`src/rtl/div32_iter.sv`:
```
// div32_iter: iterative restoring divider, signed or unsigned, with alu32-style flags.
// Latency: start accepted at edge 0, done pulses after edge WIDTH+1 (after edge 2 when B==0).
// Backpressure: none; start is ignored while busy, results are held until the next accepted start.
// Ports: clock, reset_n (async, active-low); start, signed_op, A, B in;
//        busy, done, quotient, remainder, div_by_zero, overflow, zero, negative out.
module div32_iter #(
   parameter int WIDTH = 32
) (
   input  logic             clock,
   input  logic             reset_n,
   input  logic             start,
   input  logic             signed_op,
   input  logic [WIDTH-1:0] A,
   input  logic [WIDTH-1:0] B,
   output logic             busy,
   output logic             done,
   output logic [WIDTH-1:0] quotient,
   output logic [WIDTH-1:0] remainder,
   output logic             div_by_zero,
   output logic             overflow,
   output logic             zero,
   output logic             negative
);

   localparam int CW = $clog2(WIDTH);
   localparam logic [WIDTH-1:0] ONE     = {{(WIDTH-1){1'b0}}, 1'b1};
   localparam logic [WIDTH-1:0] MIN_VAL = {1'b1, {(WIDTH-1){1'b0}}};

   typedef enum logic [1:0] {
      IDLE = 2'd0,
      RUN  = 2'd1,
      FIX  = 2'd2
   } state_t;

   state_t state, state_nxt;

   logic [CW-1:0]    count;
   logic [WIDTH-1:0] dvd;     // dividend magnitude; quotient bits shift in from the right
   logic [WIDTH-1:0] dsr;     // divisor magnitude
   logic [WIDTH-1:0] rem;     // working remainder magnitude
   logic [WIDTH-1:0] a_raw;   // original dividend, returned as remainder on divide by zero
   logic             sign_a, sign_q, dbz, ovf;

   logic             a_neg, b_neg, step_ge, last_step;
   logic [WIDTH-1:0] a_mag, b_mag, q_fin, r_fin;
   logic [WIDTH:0]   rem_sh, trial;

   assign a_neg = signed_op & A[WIDTH-1];
   assign b_neg = signed_op & B[WIDTH-1];
   assign a_mag = a_neg ? (~A + ONE) : A;
   assign b_mag = b_neg ? (~B + ONE) : B;

   // One restoring step, done at WIDTH+1 bits so a divisor with its MSB set
   // (e.g. |MIN| in signed mode) still compares correctly.
   assign rem_sh    = {rem, dvd[WIDTH-1]};
   assign trial     = rem_sh - {1'b0, dsr};
   assign step_ge   = ~trial[WIDTH];
   assign last_step = (count == CW'(WIDTH - 1));

   always_comb begin
      q_fin = sign_q ? (~dvd + ONE) : dvd;
      r_fin = sign_a ? (~rem + ONE) : rem;
      if (dbz) begin
         q_fin = {WIDTH{1'b1}};
         r_fin = a_raw;
      end else if (ovf) begin
         q_fin = MIN_VAL;
         r_fin = '0;
      end
   end

   assign busy = (state != IDLE);

   always_ff @(posedge clock or negedge reset_n) begin
      if (!reset_n) state <= IDLE;
      else          state <= state_nxt;
   end

   always_comb begin
      state_nxt = state;
      case (state)
         IDLE:    if (start) state_nxt = RUN;
         RUN:     if (last_step) state_nxt = FIX;
         FIX:     state_nxt = IDLE;
         default: state_nxt = IDLE;
      endcase
   end

   always_ff @(posedge clock or negedge reset_n) begin
      if (!reset_n) begin
         count       <= '0;
         dvd         <= '0;
         dsr         <= '0;
         rem         <= '0;
         a_raw       <= '0;
         sign_a      <= 1'b0;
         sign_q      <= 1'b0;
         dbz         <= 1'b0;
         ovf         <= 1'b0;
         done        <= 1'b0;
         quotient    <= '0;
         remainder   <= '0;
         div_by_zero <= 1'b0;
         overflow    <= 1'b0;
         zero        <= 1'b0;
         negative    <= 1'b0;
      end else begin
         done <= 1'b0;
         case (state)
            IDLE: begin
               if (start) begin
                  dvd    <= a_mag;
                  dsr    <= b_mag;
                  rem    <= '0;
                  a_raw  <= A;
                  sign_a <= a_neg;
                  sign_q <= a_neg ^ b_neg;
                  dbz    <= (B == '0);
                  ovf    <= signed_op && (A == MIN_VAL) && (B == {WIDTH{1'b1}});
                  // A zero divisor skips the iterations: preloading the count
                  // makes RUN last a single edge, so done follows two edges
                  // after start. That step's datapath result is discarded.
                  count  <= (B == '0) ? CW'(WIDTH - 1) : '0;
               end
            end
            RUN: begin
               rem   <= step_ge ? trial[WIDTH-1:0] : rem_sh[WIDTH-1:0];
               dvd   <= {dvd[WIDTH-2:0], step_ge};
               count <= count + CW'(1);
            end
            FIX: begin
               done        <= 1'b1;
               quotient    <= q_fin;
               remainder   <= r_fin;
               div_by_zero <= dbz;
               overflow    <= ovf;
               zero        <= (q_fin == '0);
               negative    <= q_fin[WIDTH-1];
            end
            default: ;
         endcase
      end
   end

endmodule

```
`config.mk`:
```
export PLATFORM = sky130hd
export DESIGN_NAME = div32_iter
export DESIGN_NICKNAME = d
export VERILOG_FILES = /design/src/rtl/div32_iter.sv
export SDC_FILE = /design/constraint.sdc
export NUM_CORES = 1
export LEC_CHECK = 0
export BUFFER_PORTS_ARGS = -buffer_cell sky130_fd_sc_hd__buf_2
export CORE_ASPECT_RATIO = 0.8
export CORE_MARGIN = 3
export CORE_UTILIZATION = 50
export CTS_BUF_LIST = sky130_fd_sc_hd__clkbuf_2 sky130_fd_sc_hd__clkbuf_4 sky130_fd_sc_hd__clkbuf_8
export CTS_CLUSTER_SIZE = 28
export DETAILED_ROUTE_END_ITERATION = 10
export PLACE_DENSITY = 0.79
export REMOVE_ABC_BUFFERS = 1
export SLEW_MARGIN = 20
export SYNTH_ARGS = -nofsm -noshare
export SYNTH_HDL_FRONTEND = slang
export SYNTH_SLANG_ARGS = --single-unit
```
`constraint.sdc`:
```
create_clock -name clock -period 3.9 [get_ports clock]
set_clock_uncertainty 0.05 [all_clocks]
set_input_delay 0.585 -clock clock [delete_from_list [all_inputs] [get_ports clock]]
set_output_delay 0.585 -clock clock [all_outputs]
set_load 0.03 [all_outputs]
```
# After elaboration in Yosys (flattened, before gate mapping)
# Index checks and enable logic that the tools add are counted.
[op_classes] addsub=6 eq_ne=7 n_mux=20 n_bitwise=8 reduce_logical=10
[op_table] cell="$mux W32" n=11
[op_table] cell="$add A32 B1 Y32 const B" n=4
[op_table] cell="$not A32 Y32" n=4
[op_table] cell="$pmux W32 S2" n=2
[op_table] cell="$eq A32 B32 Y1 const B" n=2
[op_table] cell="$logic_not A32 Y1" n=2
[op_table] cell="$sub A33 B32 Y33" n=1
[op_table] cell="$mux W5" n=2
[op_table] cell="$pmux W5 S2" n=1
[op_table] cell="$reduce_and A2 Y1" n=3
[op_table] cell="$add A5 B1 Y5 const B" n=1
[op_table] cell="$eq A5 B5 Y1 const B" n=1
[op_table] cell="$mux W2" n=2
[op_table] cell="$ne A2 B2 Y1 const B" n=2
[op_table] cell="$pmux W2 S2" n=1
[op_table] cell="$reduce_bool A2 Y1" n=2
[op_table] cell="$and A1 B1 Y1" n=2
[op_table] cell="$eq A2 B1 Y1 const B" n=1
[op_table] cell="$eq A2 B2 Y1 const B" n=1
[op_table] cell="$logic_and A1 B1 Y1" n=2
[op_table] cell="$logic_not A2 Y1" n=1
[op_table] cell="$mux W1" n=1
[op_table] cell="$not A1 Y1" n=1
[op_table] cell="$xor A1 B1 Y1" n=1
[word_totals] reg_bits=208 inputBits=68 output_inout_bits=70 elab_cells=68

# Longest topological paths before layout
[logic_depth] depth_word=6 depth_mapped=14 depth_no_buf=13

# Worst setup path after synthesis
# Ideal clock, no wire load.
[synth_timing] kind="register -> register" from="register dvd[31]" to="register rem[23]" setup_time_ns=0.133 arrival_time_ns=3.022 required_ns=3.717 slack_ns=0.694 stages_incl_launch_ff=15 path_buffers=1 synth_period_minus_slack_ns=3.206 path_cell_list="dfrtp_1 > inv_1 > ha_1 > fa_1 > and2b_1 > o2111ai_2 > a32oi_1 > a21oi_2 > o211ai_2 > a21o_1 > nand2_1 > o311ai_4 > buf_6 > mux2i_1 > o21ai_0"
[synth_via] elab_chain_cells=3
[synth_rtl] element="start: declaration" line="38" source="logic [WIDTH-1:0] dvd;"
[synth_rtl] element="start signal: assignment" line="112" source="dvd <= a_mag;"
[synth_rtl] element="start signal: assignment" line="128" source="dvd <= {dvd[WIDTH-2:0], step_ge};"
[synth_rtl] element="$sub A33 B32 Y33" line="56" source="assign trial = rem_sh - {1'b0, dsr};"
[synth_rtl] element="$mux W32" line="127" source="rem <= step_ge ? trial[WIDTH-1:0] : rem_sh[WIDTH-1:0];"
[synth_rtl] element="$pmux W32 S2" line="109" source="case (state)"
[synth_rtl] element="end signal: assignment" line="127"
[synth_rtl] element="end: declaration" line="40" source="logic [WIDTH-1:0] rem;"
# No other way between the ends.
# A chain may end at the register's enable or synchronous reset.

# Final worst setup path
[layout_timing] from="register dvd[31]" to="register rem[12]"
# Same word-level chain as after synthesis.

==> results.tsv <==
stage	metric	value	unit
run_status	status	complete, no violations	
synthesis	top cells by area, synth	dfrtp_1, nand2_1, o21ai_0, xor2_1, xnor2_1	
synthesis	top-count cell post-synth	nand2_1	
clock_tree	Clock Pin Slew Worst Setup and Hold Paths	70	ps
synthesis	cell taking the most area after synthesis	dfrtp_1	
synthesis	Synth cell types	76	
synthesis	yosys warns	0	
route	WL/cell	17.3	µm
pwr	design internal power	7.69	mW
pwr	Leakage	6.58	nW
sta	final setup fails	0	
grt	largest net degree at the start of global routing	100	
sta	Hold WS	10.3	ps
clock_tree	CTS Sinks	207	
placed_design	Final GP Congestion	0.928	
sta	Final Worst Setup Slack	264	ps
clock_tree	Clk Latency, worst-skew pair	540	ps
pwr	total power per unit cell area	961	mW/mm²
pwr	Logic pwr share	56.4	%
critical_path	crit-path max FO	9	
critical_path	most numerous cell on the critical path	o2111ai_2	
critical_path	Crit. End Element	flip-flop	
placed_design	HPWL after DPL	25200	µm
layout	Area growth, synth to finish	13.6	%
critical_path	CP Cell Sequence	inv_1, ha_1, fa_1, and2b_1, o2111ai_2, a32oi_1, a21oi_2, o211ai_2, a41oi_1, o2111ai_2, o311ai_4, buf_12, buf_4, mux2i_1, o21ai_0	
sta	Max Slew Vio Count	0	
route	number of nets with antenna violations after routing	0	
synthesis	Post-Syn Instances	1505	
pwr	switching share of power	45.7	%
grt	GR Overflow Total	0	
critical_path	R2R depth	15	
clock_tree	Max clock buf depth	3	
route	Via density	5.77	
clock_tree	CTS tree	yes	
sta	Final Hold Viols	0	
sta	worst rel slew slack	35.8	%
critical_path	reg2reg end	rem[12]$_DFFE_PN0P_	
layout	ratio of cells with drive above 1 in the final layout	15.9	%
synthesis	syn_area_per_cell	8.61	µm²
die	Die Wd	186	µm
sta	Final period util	93.2	%
route	residual DRC count	0	
sta	RSZ-0062 raised after global routing	no	
pwr	Max IR drop VDD	347	µV
sta	Worst-Margin Slew	964	ps
synthesis	Top FF cell, synth	dfrtp_1	
pwr	Clk pwr share	14.6	%
die	site row count	52	
critical_path	critical path class	reg2reg	
synthesis	sequential share of the synthesized area	40.0	%
synthesis	commonest cells in the synthesized netlist	nand2_1, dfrtp_1, o21ai_0, nor2_1, xor2_1	
layout	count of non-filler cells in the finished layout	1968	
layout	Fillers	2274	
route	Via Count	11400	
clock_tree	Num CTS Buffers	35	
layout	Final #Nets	1731	
placed_design	IO Port Bufs	137	
min_path	worst min path class	in2async	
pwr	total power	14.1	mW
grt	vias in the first global route	11000	
pwr	Switching Power	6.46	mW
synthesis	Post-synth EDFFs	0	
die	I/O pin cnt	138	
clock_tree	clk root buf	clkbuf_8	
flow_run	maxcap violations	0	
pwr	Flop pwr share	29.0	%
critical_path	worst r2r src	dvd[31]$_DFFE_PN0P_	
synthesis	ys async rst share	100	%
clock_tree	H-tree levels	2	
critical_path	crit start category	flip-flop	
layout	area of the multi-input gates	0.00720	mm²
grt	first-pass GRT wire length	55300	µm
critical_path	CP required	4200	ps
critical_path	worst path bufs/invs	3	
critical_path	CP arrival	3930	ps
sta	FMAX	275	MHz
route	DR pass1 iterations	5	
die	Die H	150	µm
synthesis	Yosys top cell area share	40.0	%
sta	Period minus WS final	3640	ps
placed_design	Setup WS pre-CTS	-25.4	ps
critical_path	crit-path max cell delay	410	ps
synthesis	Yosys reg bits	207	
critical_path	cell family with most CP delay	compound AO/OA/AOI/OAI gates	
critical_path	worst reg-to-reg setup slack	260	ps
route	routed wire length	34000	µm
grt	initial antenna violation count	2	
die	Die Area	0.0279	mm²
layout	Register Area	0.00518	mm²
placed_design	placed instance count	1907	
die	core area	0.0254	mm²
grt	GRT Total Usage	24.4	%
route	first-iteration detailed-routing DRC count	766	
die	Initial Utilization	51.1	%
synthesis	Synth Cell Area	0.0130	mm²
critical_path	CP max-delay cell	fa_1	
## final cells by class
class | instances | share of cell area (%)
Inverter | 64 | 1.63
Clock inverter | 6 | 0.603
Sequential cell | 207 | 35.2
Clock buffer | 51 | 4.38
Antenna cell | 1 | 0.0170
Multi-Input combinational cell | 1147 | 48.9
Tap cell | 324 | 2.75
Timing Repair Buffer | 168 | 6.55
## per-stage QoR
step / instance area (µm²) / utilization, % / TNS, ps
CTS: 14700 / 58.0 / 0
global route: 14700 / 58.0 / 0
finish: 14700 / 58.0 / 0
detailed placement: 14000 / 55.0 / -47.7
floorplan: 12600 / - / -1920
global placement: 14000 / 55.0 / 0
## worst reg2reg max path, delay by kind of cell (launching register included)
| kind | cells | cell delay (ps) |
|---|---|---|
| AOI/OAI and AO/OA | 8 | 1590 |
| adders and majority gates | 2 | 660 |
| buffers and inverters | 3 | 430 |
| DFF | 1 | 360 |
| and+or+nand+nor | 1 | 240 |
| muxes | 1 | 140 |
## state kept, by name (all words and copies together) (netlist names), 2 cells and up
name,cells
remainder,32
state,2
dvd,32
dsr,32
a_raw,32
count,5
rem,32
quotient,32
## placed cells by master (no fill, tap or decap), types with 39 or more instances in the layout
| master | instances |
|---|---|
| inv_1 | 62 |
| clkbuf_8 | 43 |
| ha_1 | 39 |
| a21oi_1 | 74 |
| nand3_1 | 51 |
| xnor2_1 | 63 |
| dfrtp_1 | 207 |
| nand2_1 | 221 |
| o21ai_0 | 152 |
| xor2_1 | 84 |
| buf_2 | 136 |
| nor2_1 | 105 |
## timing repair
action                                  in CTS  in global routing
gates resized for setup                      0                  0
hold buffers                                 0                  0
setup buffers                                3                  0
endpoints found under the setup margin      10                  0
## routing by layer
metal | up-vias | track usage, % | share of wire [%]
met3 | 68 | 4.01 | 5.9
met5 | - | 0 | 0.076
li1 | 5571 | - | -
met2 | 373 | 38.9 | 44
met1 | 5340 | 33.5 | 47
met4 | 4 | 8.93 | 3.5
## cells by family after synthesis
| family | Yosys count | share of synthesized area, % |
|---|---|---|
| and+or+nand+nor | 494 | 17.7 |
| buffers and inverters | 151 | 4.61 |
| muxes | 35 | 2.78 |
| adders and majority gates | 40 | 3.92 |
| xor gates and xnor gates | 147 | 9.93 |
| DFF | 207 | 40.0 |
| AOI/OAI and AO/OA | 431 | 21.1 |
## power groups by stage
stage	clock [mW]	combinational, mW	sequential, mW
finish	2.07	7.98	4.10
global route	2.21	8.97	4.24
CTS	2.11	7.97	4.08
detailed placement	0	7.82	4.11
global placement	0	7.67	4.05
floorplan	0	5.56	4.27
## worst max-delay path by stage
stage | slack (ps) | depth (start not counted) | from | to
after floorplan | -170 | 13 | dvd[31]$_DFFE_PN0P_ | rem[0]$_DFFE_PN0P_
after global placement | 150 | 14 | dvd[31]$_DFFE_PN0P_ | rem[5]$_DFFE_PN0P_
after detailed placement | -30 | 14 | dvd[31]$_DFFE_PN0P_ | rem[8]$_DFFE_PN0P_
after CTS | 250 | 15 | dvd[31]$_DFFE_PN0P_ | rem[8]$_DFFE_PN0P_
after global routing | 40 | 15 | dvd[31]$_DFFE_PN0P_ | rem[29]$_DFFE_PN0P_
final | 260 | 15 | dvd[31]$_DFFE_PN0P_ | rem[12]$_DFFE_PN0P_
(Power assumes the default switching activity.)
